[src/rtl/i2s_rx_capture_pkg.sv]
// Shared audio definitions for the I2S record path: default sample width,
// stereo pair layout and receiver FSM state encoding.
package i2s_rx_capture_pkg;

  localparam int SAMPLE_BITS_DEF = 16;

  typedef struct packed {
    logic signed [SAMPLE_BITS_DEF-1:0] left;
    logic signed [SAMPLE_BITS_DEF-1:0] right;
  } stereo_pair_t;

  typedef enum logic [1:0] {
    ST_IDLE      = 2'd0,
    ST_WAIT_LEFT = 2'd1,
    ST_LEFT      = 2'd2,
    ST_RIGHT     = 2'd3
  } rx_state_t;

endpackage

[src/rtl/i2s_rx_capture_fifo.sv]
// Synchronous show-ahead FIFO with registered read data, fill level,
// drop-on-full and a sticky overflow flag.
module i2s_rx_fifo
  import i2s_rx_capture_pkg::*;
#(
  parameter int WIDTH = 32,
  parameter int DEPTH = 8
) (
  input  logic                   clk,
  input  logic                   rst,
  input  logic                   push,
  input  logic [WIDTH-1:0]       push_data,
  input  logic                   pop_ready,
  input  logic                   clear_overflow,
  output logic [WIDTH-1:0]       rd_data,
  output logic                   rd_valid,
  output logic [$clog2(DEPTH):0] fill_level,
  output logic                   overflow
);

  localparam int AW = $clog2(DEPTH);
  localparam logic [AW:0] FULL_CNT = (AW+1)'(DEPTH);

  logic [WIDTH-1:0] mem_r [DEPTH];
  logic [AW-1:0]    wr_ptr_r, rd_ptr_r, rd_ptr_s;
  logic [AW:0]      count_r, count_s;
  logic [WIDTH-1:0] rd_data_r, head_s;
  logic             valid_r, overflow_r;
  logic             pop_s, full_s, wr_s, drop_s;

  assign pop_s  = valid_r & pop_ready;
  assign full_s = (count_r == FULL_CNT);
  assign wr_s   = push & (~full_s | pop_s);
  assign drop_s = push & full_s & ~pop_s;

  // Next read pointer, occupancy and the entry that becomes the head
  always_comb begin
    rd_ptr_s = rd_ptr_r;
    count_s  = count_r;
    head_s   = mem_r[rd_ptr_r];
    if (pop_s) begin
      rd_ptr_s = rd_ptr_r + 1'b1;
    end else begin
      rd_ptr_s = rd_ptr_r;
    end
    case ({wr_s, pop_s})
      2'b10:   count_s = count_r + 1'b1;
      2'b01:   count_s = count_r - 1'b1;
      default: count_s = count_r;
    endcase
    // A write into an empty (or just-emptied) FIFO bypasses the array
    if (wr_s && (wr_ptr_r == rd_ptr_s)) begin
      head_s = push_data;
    end else begin
      head_s = mem_r[rd_ptr_s];
    end
  end

  // Storage array write port
  always_ff @(posedge clk) begin
    if (wr_s) begin
      mem_r[wr_ptr_r] <= push_data;
    end
  end

  // Pointers, registered read data and status flags
  always_ff @(posedge clk or posedge rst) begin
    if (rst) begin
      wr_ptr_r   <= '0;
      rd_ptr_r   <= '0;
      count_r    <= '0;
      valid_r    <= 1'b0;
      rd_data_r  <= '0;
      overflow_r <= 1'b0;
    end else begin
      if (wr_s) begin
        wr_ptr_r <= wr_ptr_r + 1'b1;
      end
      rd_ptr_r <= rd_ptr_s;
      count_r  <= count_s;
      valid_r  <= (count_s != '0);
      if (count_s != '0) begin
        rd_data_r <= head_s;
      end
      if (drop_s) begin
        overflow_r <= 1'b1;
      end else if (clear_overflow) begin
        overflow_r <= 1'b0;
      end
    end
  end

  assign rd_data    = rd_data_r;
  assign rd_valid   = valid_r;
  assign fill_level = count_r;
  assign overflow   = overflow_r;

endmodule

[src/rtl/i2s_rx_capture.sv]
// I2S record-path receiver: oversamples BCLK/LRCLK/RECDAT in mclk, deserializes
// stereo frames into a FIFO stream. Define I2S_RX_PEAK_EN for per-channel peak meters.
module i2s_rx_capture
  import i2s_rx_capture_pkg::*;
#(
  parameter int SAMPLE_BITS = SAMPLE_BITS_DEF,
  parameter int SLOT_BITS   = 32,
  parameter int FIFO_DEPTH  = 8,
  parameter int SYNC_STAGES = 2
) (
  input  logic                        mclk,
  input  logic                        rst,
  input  logic                        i2s_bclk,
  input  logic                        i2s_lrclk,
  input  logic                        i2s_recdat,
  input  logic                        enable,
  output logic [2*SAMPLE_BITS-1:0]    m_tdata,
  output logic                        m_tvalid,
  input  logic                        m_tready,
  output logic [$clog2(FIFO_DEPTH):0] fill_level,
  output logic                        overflow,
  input  logic                        clear_overflow,
  output logic                        frame_err
`ifdef I2S_RX_PEAK_EN
  ,
  input  logic                        peak_clear,
  output logic [SAMPLE_BITS-2:0]      peak_l,
  output logic [SAMPLE_BITS-2:0]      peak_r
`endif
);

  localparam int CW = $clog2(SLOT_BITS + 1);
  localparam logic [CW-1:0] SAMPLE_CNT  = CW'(SAMPLE_BITS);
  localparam logic [CW-1:0] SAMPLE_LAST = CW'(SAMPLE_BITS - 1);
  localparam logic [CW-1:0] SLOT_LAST   = CW'(SLOT_BITS - 1);
  localparam logic [CW-1:0] SLOT_MAX    = CW'(SLOT_BITS);

  logic [SYNC_STAGES-1:0] bclk_sync_r, lr_sync_r, dat_sync_r;
  logic                   bclk_prev_r, lr_last_r, frame_err_r;
  logic [CW-1:0]          bitcnt_r;
  logic [SAMPLE_BITS-1:0] shift_r, left_r, word_s;
  rx_state_t              state_r, state_n;
  logic bclk_s, lr_s, dat_s, rise_s, lr_change_s, bit_rise_s;
  logic shift_en_s, word_done_s, slot_over_s, short_slot_s;
  logic push_s, err_s, latch_left_s;

  // Input synchronizers and bclk edge history
  always_ff @(posedge mclk or posedge rst) begin
    if (rst) begin
      bclk_sync_r <= '0;
      lr_sync_r   <= '0;
      dat_sync_r  <= '0;
      bclk_prev_r <= 1'b0;
    end else begin
      bclk_sync_r <= {bclk_sync_r[SYNC_STAGES-2:0], i2s_bclk};
      lr_sync_r   <= {lr_sync_r[SYNC_STAGES-2:0], i2s_lrclk};
      dat_sync_r  <= {dat_sync_r[SYNC_STAGES-2:0], i2s_recdat};
      bclk_prev_r <= bclk_sync_r[SYNC_STAGES-1];
    end
  end

  assign bclk_s       = bclk_sync_r[SYNC_STAGES-1];
  assign lr_s         = lr_sync_r[SYNC_STAGES-1];
  assign dat_s        = dat_sync_r[SYNC_STAGES-1];
  assign rise_s       = bclk_s & ~bclk_prev_r;
  assign lr_change_s  = rise_s & (lr_s != lr_last_r);
  assign bit_rise_s   = rise_s & (lr_s == lr_last_r);
  assign shift_en_s   = bit_rise_s & (bitcnt_r < SAMPLE_CNT);
  assign word_done_s  = bit_rise_s & (bitcnt_r == SAMPLE_LAST);
  assign slot_over_s  = bit_rise_s & (bitcnt_r == SLOT_LAST);
  assign short_slot_s = lr_change_s & (bitcnt_r < SAMPLE_CNT);
  assign word_s       = {shift_r[SAMPLE_BITS-2:0], dat_s};

  // Receiver FSM state register
  always_ff @(posedge mclk or posedge rst) begin
    if (rst) begin
      state_r <= ST_IDLE;
    end else begin
      state_r <= state_n;
    end
  end

  // Receiver FSM next state, push and frame-error decode
  always_comb begin
    state_n      = state_r;
    push_s       = 1'b0;
    err_s        = 1'b0;
    latch_left_s = 1'b0;
    if (!enable) begin
      state_n = ST_IDLE;
    end else begin
      case (state_r)
        ST_IDLE: state_n = ST_WAIT_LEFT;
        ST_WAIT_LEFT: begin
          if (lr_change_s && !lr_s) begin
            state_n = ST_LEFT;
          end else begin
            state_n = ST_WAIT_LEFT;
          end
        end
        ST_LEFT, ST_RIGHT: begin
          if (short_slot_s || slot_over_s) begin
            err_s   = 1'b1;
            state_n = ST_WAIT_LEFT;
          end else if (lr_change_s) begin
            state_n = (state_r == ST_LEFT) ? ST_RIGHT : ST_LEFT;
          end else begin
            latch_left_s = word_done_s & (state_r == ST_LEFT);
            push_s       = word_done_s & (state_r == ST_RIGHT);
          end
        end
        default: state_n = ST_IDLE;
      endcase
    end
  end

  // Slot bit counter, shift register, left word and error pulse
  always_ff @(posedge mclk or posedge rst) begin
    if (rst) begin
      bitcnt_r    <= '0;
      lr_last_r   <= 1'b0;
      shift_r     <= '0;
      left_r      <= '0;
      frame_err_r <= 1'b0;
    end else begin
      if (lr_change_s) begin
        bitcnt_r  <= '0;
        lr_last_r <= lr_s;
      end else if (bit_rise_s && (bitcnt_r != SLOT_MAX)) begin
        bitcnt_r <= bitcnt_r + 1'b1;
      end
      if (shift_en_s) begin
        shift_r <= word_s;
      end
      if (latch_left_s) begin
        left_r <= word_s;
      end
      frame_err_r <= err_s;
    end
  end

  assign frame_err = frame_err_r;

  i2s_rx_fifo #(
    .WIDTH (2*SAMPLE_BITS),
    .DEPTH (FIFO_DEPTH)
  ) u_fifo (
    .clk            (mclk),
    .rst            (rst),
    .push           (push_s),
    .push_data      ({left_r, word_s}),
    .pop_ready      (m_tready),
    .clear_overflow (clear_overflow),
    .rd_data        (m_tdata),
    .rd_valid       (m_tvalid),
    .fill_level     (fill_level),
    .overflow       (overflow)
  );

`ifdef I2S_RX_PEAK_EN
  logic [SAMPLE_BITS-2:0] peak_l_r, peak_r_r, base_l_s, base_r_s, abs_l_s, abs_r_s;

  // Magnitude with the most negative code clamped to full-scale positive
  function automatic logic [SAMPLE_BITS-2:0] abs_sat(input logic [SAMPLE_BITS-1:0] s);
    logic [SAMPLE_BITS-1:0] neg;
    neg = ~s + 1'b1;
    if (!s[SAMPLE_BITS-1]) begin
      abs_sat = s[SAMPLE_BITS-2:0];
    end else if (neg[SAMPLE_BITS-1]) begin
      abs_sat = '1;
    end else begin
      abs_sat = neg[SAMPLE_BITS-2:0];
    end
  endfunction

  // Peak candidates; a clear in the same cycle as a push starts from zero
  always_comb begin
    base_l_s = peak_clear ? '0 : peak_l_r;
    base_r_s = peak_clear ? '0 : peak_r_r;
    abs_l_s  = abs_sat(left_r);
    abs_r_s  = abs_sat(word_s);
  end

  // Peak hold registers
  always_ff @(posedge mclk or posedge rst) begin
    if (rst) begin
      peak_l_r <= '0;
      peak_r_r <= '0;
    end else begin
      peak_l_r <= (push_s && (abs_l_s > base_l_s)) ? abs_l_s : base_l_s;
      peak_r_r <= (push_s && (abs_r_s > base_r_s)) ? abs_r_s : base_r_s;
    end
  end

  assign peak_l = peak_l_r;
  assign peak_r = peak_r_r;
`endif

endmodule
[config.mk]
export PLATFORM = sky130hd
export DESIGN_NAME = i2s_rx_capture
export DESIGN_NICKNAME = d
export VERILOG_FILES = /design/src/rtl/i2s_rx_capture_pkg.sv /design/src/rtl/i2s_rx_capture_fifo.sv /design/src/rtl/i2s_rx_capture.sv
export SDC_FILE = /design/constraint.sdc
export NUM_CORES = 1
export LEC_CHECK = 0
export ABC_AREA = 0
export BUFFER_PORTS_ARGS = -buffer_cell sky130_fd_sc_hd__buf_2
export CORE_ASPECT_RATIO = 1.75
export CORE_UTILIZATION = 25
export CTS_BUF_LIST = sky130_fd_sc_hd__clkbuf_16
export CTS_CLUSTER_SIZE = 40
export DETAILED_ROUTE_END_ITERATION = 6
export GPL_ROUTABILITY_DRIVEN = 0
export GPL_TIMING_DRIVEN = 0
export PLACE_DENSITY = 0.38
export SYNTH_ARGS = -nofsm -noshare
export SYNTH_HDL_FRONTEND = slang
export SYNTH_SLANG_ARGS = --single-unit
[constraint.sdc]
create_clock -name mclk -period 9.2 [get_ports mclk]
set_input_delay 0.92 -clock mclk [delete_from_list [all_inputs] [get_ports mclk]]
set_output_delay 0.92 -clock mclk [all_outputs]
set_load 0.1 [all_outputs]
# --- Yosys cells after proc, flatten, opt, wreduce, memory -nomap -nowiden ---
# Memories as Yosys holds them, arrays and structs flattened. A register that Yosys moved wholly into a read port is not among the register bits.
# Cells that the tools add are included.
word_totals:
  regBits: 60
  latchBits: 0
  ramBits: 256
  romBits: 0
  input_bits: 8
  output_inout_bits: 39
  word_cells: 85
  mem_count: 1
mem_list:
  columns: ["name", "depth", "word_bits", "rd", "rd_clocked_by_memory_dff", "write_ports", "line_no", "rtl"]
  rows:
  - ["u_fifo.mem_r", 8, 32, 1, 1, 1, "i2s_rx_capture_fifo.sv:24", "logic [WIDTH-1:0] mem_r [DEPTH];"]
op_classes:
  addsub: 5
  n_mul: 0
  n_div: 0
  magnitude_cmp: 1
  eq_ne: 12
  n_shift: 0
  muxes: 25
  bitwise: 17
  reduce_logical: 9
op_table:
  columns: ["operator", "count"]
  rows:
  - ["$mux 1", 16]
  - ["$and 1x1->1", 13]
  - ["$mux 6", 2]
  - ["$mux 2", 4]
  - ["$pmux 4 s2", 1]
  - ["$add 3x1->3 const B", 2]
  - ["$add 6x1->6 const B", 1]
  - ["$eq 2x2->1 const B", 3]
  - ["$eq 6x4->1 const B", 1]
  - ["$eq 6x5->1 const B", 1]
  - ["$lt 6x5->1 const B", 1]
  - ["$ne 6x6->1 const B", 1]
  - ["$pmux 2 s3", 1]
  - ["$add 4x1->4 const B", 1]
  - ["$eq 2x1->1 const B", 2]
  - ["$eq 4x4->1 const B", 1]
  - ["$ne 4x4->1 const B", 1]
  - ["$reduce_bool 2->1", 2]
  - ["$reduce_bool 4->1", 1]
  - ["$sub 4x1->4 const B", 1]
  - ["$mux 3", 1]
  - ["$not 1->1", 3]
  - ["$logic_and 1x1->1", 2]
  - ["$logic_not 2->1", 1]
  - ["6 further kinds", 6]

# --- Depth between registers and ports, before layout ---
# Gate-level depths: netlist (run 1).
depth:
  depth_word: 13
  depth_mapped: 13
  mapped_depth_nobuf: 12

# --- Hierarchy ---
# From an unflattened synthesis (run 1), not the netlist that was laid out.
unflattened:
  hier_cells: 796
  area_unflattened_um2: 14144.8
modules_own_cells:
  columns: ["module", "instances", "cells_per_inst", "area_per_inst_um2", "seq_area_each_um2"]
  rows:
  - ["i2s_rx_fifo", 1, 659, 12176.7, 8788.4]
  - ["i2s_rx_capture", 1, 137, 1968.1, 1201.2]

# --- Least setup slack after synthesis (run 1) ---
# Ideal clock, no wire load.
synth_timing:
  kind: "reg2reg"
  startpoint: "register u_fifo.valid_r, in the netlist u_fifo.rd_valid"
  endpoint: "memory u_fifo.mem_r[0][0], enable pin"
  setup_time_ns: 0.501
  arrival_ns: 4.659
  required_time_ns: 8.699
  path_slack_ns: 4.040
  path_stages_with_launch: 5
  n_path_buf: 0
  synth_period_minus_slack_ns: 5.160
  path_cell_list: "dfrtp_1 > nand2_1 > nand3_1 > nand3_1 > nor4_1"
synth_via:
  elab_chain_len: 5
synth_rtl:
  columns: ["item", "line_no", "rtl"]
  rows:
  - ["start, declared", "i2s_rx_capture_fifo.sv:28", "logic valid_r, overflow_r;"]
  - ["start signal, assigned", "i2s_rx_capture_fifo.sv:81", "valid_r <= (count_s != '0);"]
  - ["$and 1x1->1", "i2s_rx_capture_fifo.sv:31", "assign pop_s = valid_r & pop_ready;"]
  - ["$or 1x1->1", "i2s_rx_capture_fifo.sv:33", "assign wr_s = push & (~full_s | pop_s);"]
  - ["$and 1x1->1", "i2s_rx_capture_fifo.sv:33", null]
  - ["$mux 1", "i2s_rx_capture_fifo.sv:61", "if (wr_s) begin"]
  - ["$mux 1 (implied by the code)", "i2s_rx_capture_fifo.sv:62", "mem_r[wr_ptr_r] <= push_data;"]
  - ["end, declared", "i2s_rx_capture_fifo.sv:24", null]
# No other way between the ends.

# --- Worst setup path in the final report (run 1) ---
layout_timing:
  startpoint: "register bitcnt_r[4]"
  endpoint: "register u_fifo.rd_data_r[7], in the netlist u_fifo.rd_data[7] (read register of u_fifo.mem_r)"
layout_via:
  elab_chain_len: 11
  word_cells_on_any_way: 17
  cone_classes: "order compare (1); eq/ne (4); mux (5); bitwise (5); reduce/logical (2)"
layout_rtl:
  columns: ["item", "line_no", "rtl"]
  rows:
  - ["start, declared", "i2s_rx_capture.sv:40", "logic [CW-1:0] bitcnt_r;"]
  - ["start signal, assigned", "i2s_rx_capture.sv:130", "bitcnt_r <= bitcnt_r + 1'b1;"]
  - ["parallel branches: the longest is 4 deep, another holds $lt 6x5->1", null, null]
  - ["$mux 1 *", "i2s_rx_capture.sv:102", "if (short_slot_s || slot_over_s) begin"]
  - ["$mux 1 *", "i2s_rx_capture.sv:92", "case (state_r)"]
  - ["$mux 1 *", "i2s_rx_capture.sv:89", "if (!enable) begin"]
  - ["$and 1x1->1 *", "i2s_rx_capture_fifo.sv:33", null]
  - ["$eq 2x1->1 or $eq 2x2->1 (tied branches)", "i2s_rx_capture_fifo.sv:46", "case ({wr_s, pop_s})"]
  - ["$pmux 4 s2 *", "i2s_rx_capture_fifo.sv:46", null]
  - ["net u_fifo.count_s[3]", "i2s_rx_capture_fifo.sv:26", "logic [AW:0] count_r, count_s;"]
  - ["$reduce_bool 4->1 *", "i2s_rx_capture_fifo.sv:82", "if (count_s != '0) begin"]
  - ["end, declared", "i2s_rx_capture_fifo.sv:27", "logic [WIDTH-1:0] rd_data_r, head_s;"]
# Mark *: on every way through the listed nets, which the timed path passes.
# A chain may end at the register's enable or synchronous reset.

==> results.ini, run 1 <==
[outcome]
outcome = complete, no violations

[routing]
vias = 7082
wl_per_cell_microns = 22.0
wirelength_mm = 36.0
drt_pass1_iterations = 4
via_per_inst = 4.34
ant_nets = 0
drc = 0
drtIter0Drc = 347

[sta]
fin_crit_sh_pct = 41.8
drv_slew = 0
period_needed_ns = 3.84
fmax_mhz = 260
skew_ns = 0.0257
setup_viol = 0
rsz0062_at_grt = false
setup_slack_ns = 5.36
hold_viol_final = 0
tightest_slew_ns = 1.09
slew_headroom_pct = 27.1
tns_ns = 0

[logic_synthesis]
synth_most_common_cell = edfxtp_1
synth_area_leaders = edfxtp_1, dfrtp_1, mux2i_1
ys_async_sr_fraction_pct = 26.4
synth_warnings = 0
synth_cell_type_count = 47
yosys.area_share.simple_pct = 3.55
synth_fa_ha_area_share_pct = 0.679
synth-edff-count = 256
synth_commonest_cells = edfxtp_1, mux2i_1, dfrtp_1
synth_area_sq_um = 14000
synth_top_area_cell = edfxtp_1
yosysTopAreaCellShare_pct = 54.9
synth_compound_area_share_pct = 2.03
synth-seq-cells = 348
synthXorXnorAreaFrac_pct = 1.17
syn_inst = 796
avgSynthCellArea_sq_um = 17.6
synth.net_count = 811
synth_top_family_by_area = multiplexers
ys_seq_area_share_pct = 71.3
yosys-mux-area-fraction_pct = 19.5
synth_ff_type = edfxtp_1

[floorplan]
io_pins = 47
coreArea_sq_um = 55300
row_count = 114
die_h_microns = 315
start_util_pct = 25.3
die_area_sq_um = 57000
die_w_microns = 181

[global_routing]
grt_max_degree = 74
grt_usage_pct = 13.0
grt_pass1_vias = 7635
antenna_found_initial = 0
grt_pass1_wl_mm = 53.2
grt-ovfl-total = 0

[critical_path]
cp-startpoint = bitcnt_r[4]
rrSetupSlack_ns = 5.36
cp-end-kind = register
path_max_fanout = 10
required_ns = 9.60
arrival_ns = 4.24
crit_type = register to register
crit_path_start_kind = register
rr_startpoint = bitcnt_r[4]

[cts]
cts_root_buf = clkbuf_16
cts.clk_slew.worst_paths_ns = 0.06
postCtsHoldBufs = 0
clockBufferDepth = 3
cts.htree.levels = 2
clock-sinks = 348
cts_tree = built
cts_buffers = 37
post_cts_buffers = 0
cts_resized = 0
clock_latency_ns = 0.54

[final_layout]
fill_cells = 5448
syn_to_final_growth_pct = 19.1
drive_gt1_share_pct = 27.0
nNetsFinal = 922
antenna_cells = 0

[job]
drv_cap = 0

[power_and_ir_drop]
ir_drop_uv = 216
powerDensity_nw_per_um2 = 317
total_leakage_power_nw = 6.32

[placement]
place.port_buffers = 46
post-dp-hpwl_mm = 24.6
pre_cts_ws_ns = 4.67

[min_path]
hp-class = primary input to async pin

==> stage by stage <==
step                      hold slack [ns]  cell area, sq um  power, mW  std cells  util [%]
after floorplan                     0.331             14000       3.38        796         -
after global placement              0.332             15100       3.90       1538      27.3
after detailed placement            0.336             15500       3.91       1564      28.0
after CTS                           0.333             16700       5.42       1632      30.2
after global routing                0.343             16700       5.54       1632      30.2
final                               0.343             16700       5.30       1632      30.2
==> sequential cells by signal, summed over array words and instances (netlist names) <==
| register | cells |
|---|---|
| u_fifo.wr_ptr_r | 3 |
| u_fifo.rd_data | 32 |
| lr_sync_r | 2 |
| u_fifo.fill_level | 4 |
| u_fifo.rd_ptr_r | 3 |
| frame_err | 1 |
| u_fifo.overflow | 1 |
| bitcnt_r | 6 |
| lr_last_r | 1 |
| shift_r | 15 |
| bclk_sync_r | 2 |
| dat_sync_r | 2 |
| left_r | 16 |
| state_r | 2 |
| u_fifo.rd_valid | 1 |
| bclk_prev_r | 1 |
| u_fifo.mem_r | 256 |
==> final timing paths <==
check | end | cells after the start
min in group mclk | lr_sync_r[1] | 0
hold reg to reg | lr_sync_r[1] | 0
max in group asynchronous | u_fifo.rd_data[29] | 3
setup reg to reg | u_fifo.rd_data[7] | 12
hold / removal | u_fifo.rd_data[12] | 2
setup / recovery | u_fifo.rd_data[7] | 12
==> where the power goes <==
part	total (mW)	switching (mW)	internal [mW]
registers	1.96	0.137	1.83
logic	1.85	1.18	0.668
clock network	1.49	0.633	0.855
total	5.30	1.95	3.35
==> routing by layer <==
| layer | vias up | track usage (%) | part of all wire (%) |
|---|---|---|---|
| li1 | 3272 | - | - |
| met1 | 3659 | 14.5 | 39 |
| met2 | 103 | 25.2 | 56 |
| met3 | 48 | 1.69 | 2.7 |
| met4 | 0 | 3.89 | 2.3 |
| met5 | - | 0 | 0 |
==> placed cells by master, fill, tap and decap left out, types with 3 or more instances in the layout <==
cell type,n
o21ai_0,4
nor2_4,3
dfrtp_1,92
buf_4,17
clkbuf_16,39
mux2i_1,130
xor2_1,8
bufinv_16,3
and3_1,3
xnor2_1,7
edfxtp_1,256
nor3_2,4
inv_1,17
mux4_2,32
buf_2,49
nand2_1,19
nor2_1,46
buf_16,3
mux2_1,7
buf_1,7
mux2_2,56
clkinv_2,8
buf_6,19
nand3_1,9
nand2b_1,3
clkinv_1,8
a21oi_1,34
ha_1,6
clkbuf_1,10
==> area by class of cell <==
type,instances,area (sq um),share of cell area [%]
Sequential cell,348,9990,59.8
Multi-Input combinational cell,400,3820,22.9
Clock buffer,39,976,5.85
Tap cell,696,871,5.22
Timing Repair Buffer,72,558,3.34
Clock inverter,29,224,1.34
Buffer,35,200,1.20
Inverter,13,53.8,0.322
==> critical path: stages, from the launching register on <==
cell	delay (ns)
dfrtp_1	0.48
nor4b_4	0.38
nand4_2	0.27
nand2_2	0.18
inv_2	0.09
ha_1	0.28
a21o_1	0.10
a21oi_1	0.11
nor4_1	0.36
a211oi_2	0.13
nor4_4	0.67
buf_6	0.28
mux2_2	0.35
==> cell families (layout without fill, tap and decap cells) <==
| group | Yosys count | count (layout) |
|---|---|---|
| AOI/OAI and AO/OA | 48 | 48 |
| xor gates and xnor gates | 17 | 17 |
| adders and majority gates | 7 | 7 |
| buffers and inverters | 48 | 188 |
| DFF | 348 | 348 |
| muxes | 225 | 225 |
| and+or+nand+nor | 103 | 103 |
No activity file was read; power rests on OpenSTA's default activity.
==> inputs of run 2 (changes only) <==
--- a/config.mk
+++ b/config.mk
@@ -14,7 +14,7 @@
 export DETAILED_ROUTE_END_ITERATION = 6
 export GPL_ROUTABILITY_DRIVEN = 0
 export GPL_TIMING_DRIVEN = 0
-export PLACE_DENSITY = 0.38
+export PLACE_DENSITY = 0.39
 export SYNTH_ARGS = -nofsm -noshare
 export SYNTH_HDL_FRONTEND = slang
 export SYNTH_SLANG_ARGS = --single-unit
==> constraint.sdc (replaced) <==
create_clock -name mclk -period 3.25 [get_ports mclk]
set_input_delay 0.325 -clock mclk [delete_from_list [all_inputs] [get_ports mclk]]
set_output_delay 0.325 -clock mclk [all_outputs]
set_load 0.1 [all_outputs]
==> run 2 against run 1 <==
Routed wire length increased by 1.7%. Core utilization grew 0.84 points. Clock-buffer cell count is 3 lower. Largest power group is now combinational logic.
==> results.ini, run 2 (synthesis gave the netlist of run 1 again) <==
[sta]
setup_viol = 0  ; unchanged
rsz0062_at_grt = true
setup_slack_ns = 0.0810  ; -5.28 ns
period_needed_ns = 3.17  ; -0.673 ns
hold_viol_final = 0  ; unchanged
fin_crit_sh_pct = 97.5  ; +56 points
fmax_mhz = 316  ; +21%
tightest_slew_ns = 0.944  ; -0.150 ns
slew_headroom_pct = 37.1  ; +10 points
skew_ns = 0.0371  ; +0.0114 ns
drv_slew = 0  ; unchanged

[final_layout]
instances_no_fill = 1651  ; +1.2%
fill_cells = 5463  ; +0.28%
syn_to_final_growth_pct = 22.5
top_register = u_fifo.mem_r
mostFrequentLayoutCells = edfxtp_1, mux2i_1, dfrtp_1
largest_reg_flops = 256  ; unchanged
nNetsFinal = 944  ; +2.4%
seqCellArea_sq_um = 9990  ; about the same
final_common_cell = edfxtp_1
multi_input_area_sq_um = 3970  ; +4.0%
antenna_cells = 0  ; unchanged
drive_gt1_share_pct = 30.8  ; +3.8 points

[critical_path]
path_max_fanout = 5  ; -5
arrival_ns = 3.58  ; -0.66 ns
cp-end-kind = register
crit_path_top_delay_cell = dfrtp_2
required_ns = 3.66  ; -5.94 ns
critical_path.max_stage_delay_ns = 0.42  ; -0.25 ns
crit_path_start_kind = register
crit_chain = nor4b_4 -> nand4_4 -> nand2_4 -> inv_6 -> ha_4 -> a21o_1 -> a21oi_4 -> a311oi_2 -> a211oi_2 -> nor4_4 -> buf_6 -> buf_12 -> buf_16 -> mux2_4
crit_type = register to register

[outcome]
outcome = complete, no violations

[routing]
via_per_inst = 4.35  ; +0.34%
drtIter0Drc = 258  ; -26%
wirelength_mm = 36.6  ; +1.7%
ant_nets = 0  ; unchanged
drc = 0  ; unchanged
wl_per_cell_microns = 22.2  ; +0.56%
drt_pass1_iterations = 4  ; unchanged
vias = 7189  ; +1.5%

[placement]
dp.cells = 1554  ; -0.64%
place.port_buffers = 46  ; unchanged
pre_cts_ws_ns = -0.759  ; -5.43 ns
post-dp-hpwl_mm = 23.8  ; -3.2%

[floorplan]
die_w_microns = 181  ; unchanged
die_area_sq_um = 57000  ; unchanged
coreArea_sq_um = 55300  ; unchanged
die_h_microns = 315  ; unchanged
start_util_pct = 25.3  ; unchanged
row_count = 114  ; unchanged
io_pins = 47  ; unchanged

[power_and_ir_drop]
powerDensity_nw_per_um2 = 889  ; +180%
ir_drop_uv = 588  ; +170%
power.total_mw = 15.2  ; +190%
total_leakage_power_nw = 6.50  ; +2.8%

[cts]
cts.clk_slew.worst_paths_ns = 0.06  ; about the same
cts.htree.levels = 2  ; unchanged
clock-sinks = 348  ; unchanged
clock_latency_ns = 0.54  ; about the same
cts_buffers = 35  ; -5.4%
clockBufferDepth = 3  ; unchanged
cts_root_buf = clkbuf_16
cts_tree = built

[job]
drv_cap = 0  ; unchanged

[global_routing]
grt_max_degree = 83  ; +12%
grt_usage_pct = 13.1  ; +0.16 points
grt_pass1_vias = 7752  ; +1.5%
grt_pass1_wl_mm = 53.7  ; +0.84%
antenna_found_initial = 0  ; unchanged
grt-ovfl-total = 0  ; unchanged

[min_path]
hp-class = primary input to register

run 2: cell types whose count changed in the layout (fill, tap and decap cells not counted), sizes merged:
| cell | previous run | this run |
|---|---|---|
| clkinv | 18 | 15 |
| clkdlybuf4s15 | 0 | 2 |
| clkinvlp | 1 | 2 |
| clkbuf | 50 | 48 |
| buf | 96 | 112 |
| bufinv | 3 | 2 |
| dlygate4sd3 | 0 | 5 |
| inv | 20 | 21 |
run 2: layout make-up:
class	count	area share (%)
Tap cell	696	5.08
Buffer	35	1.41
Multi-Input combinational cell	400	23.2
Sequential cell	348	58.3
Timing Repair Buffer	96	5.38
Clock inverter	27	1.13
Clock buffer	36	5.25
Inverter	13	0.343
run 2: stage by stage:
| step | setup TNS (ns) | cell area (sq um) | util (%) | hold WS [ns] |
|---|---|---|---|---|
| 4_1_cts | -0.707 | 17000 | 30.7 | 0.0285 |
| 5_1_grt | -0.810 | 17200 | 31.0 | 0.0456 |
| 2_1_floorplan | -43.82 | 14000 | - | 0.331 |
| 3_3_place_gp | -646.96 | 15100 | 27.4 | 0.333 |
| 6_report | 0 | 17200 | 31.0 | 0.0539 |
| 3_5_place_dp | -25.85 | 15500 | 28.1 | 0.257 |
run 2: final timing paths:
| kind | from | endpoint | slack, ns | depth (start not counted) |
|---|---|---|---|---|
| setup / recovery | bitcnt_r[4] | u_fifo.rd_data[21] | 0.08 | 14 |
| hold / removal | enable | frame_err | 0.05 | 3 |
| setup reg to reg | bitcnt_r[4] | u_fifo.rd_data[21] | 0.08 | 14 |
| hold reg to reg | lr_sync_r[0] | lr_sync_r[1] | 0.35 | 0 |
| max in group asynchronous | rst | u_fifo.rd_valid | 2.29 | 4 |
| min in group asynchronous | rst | u_fifo.rd_data[7] | 0.26 | 3 |
run 2: worst max-delay path: cells and delay by family, from the launching register on:
kind                     cells  cell delay (ns)
buffers and inverters        4             0.49
adder cells (fa/ha/maj)      1             0.25
AO/OA/AOI/OAI                4             0.59
AND/OR/NAND/NOR              4             0.97
multiplexers                 1             0.29
flip-flops                   1             0.42
run 2: metal layers:
layer	global-route usage (%)	routed length, microns
met5	0	0
met1	14.2	14200
met3	1.69	856
met2	26.1	20700
met4	3.99	815
run 2: report_power, final:
group | total, mW | switching [mW] | internal, mW | leakage (nW)
clock network | 3.96 | 1.77 | 2.19 | 0.568
logic | 5.72 | 3.46 | 2.26 | 2.47
registers | 5.57 | 0.402 | 5.17 | 3.46
total | 15.2 | 5.63 | 9.61 | 6.50
run 2: repair_timing:
action | in CTS | in global routing
pin swaps | 10 | 13
cloned | 2 | 0
endpoints found under the hold margin | 14 | 0
setup buffers | 17 | 11
resized for setup | 24 | 22
setup endpoints to repair | 94 | 99
hold buffers | 5 | 0
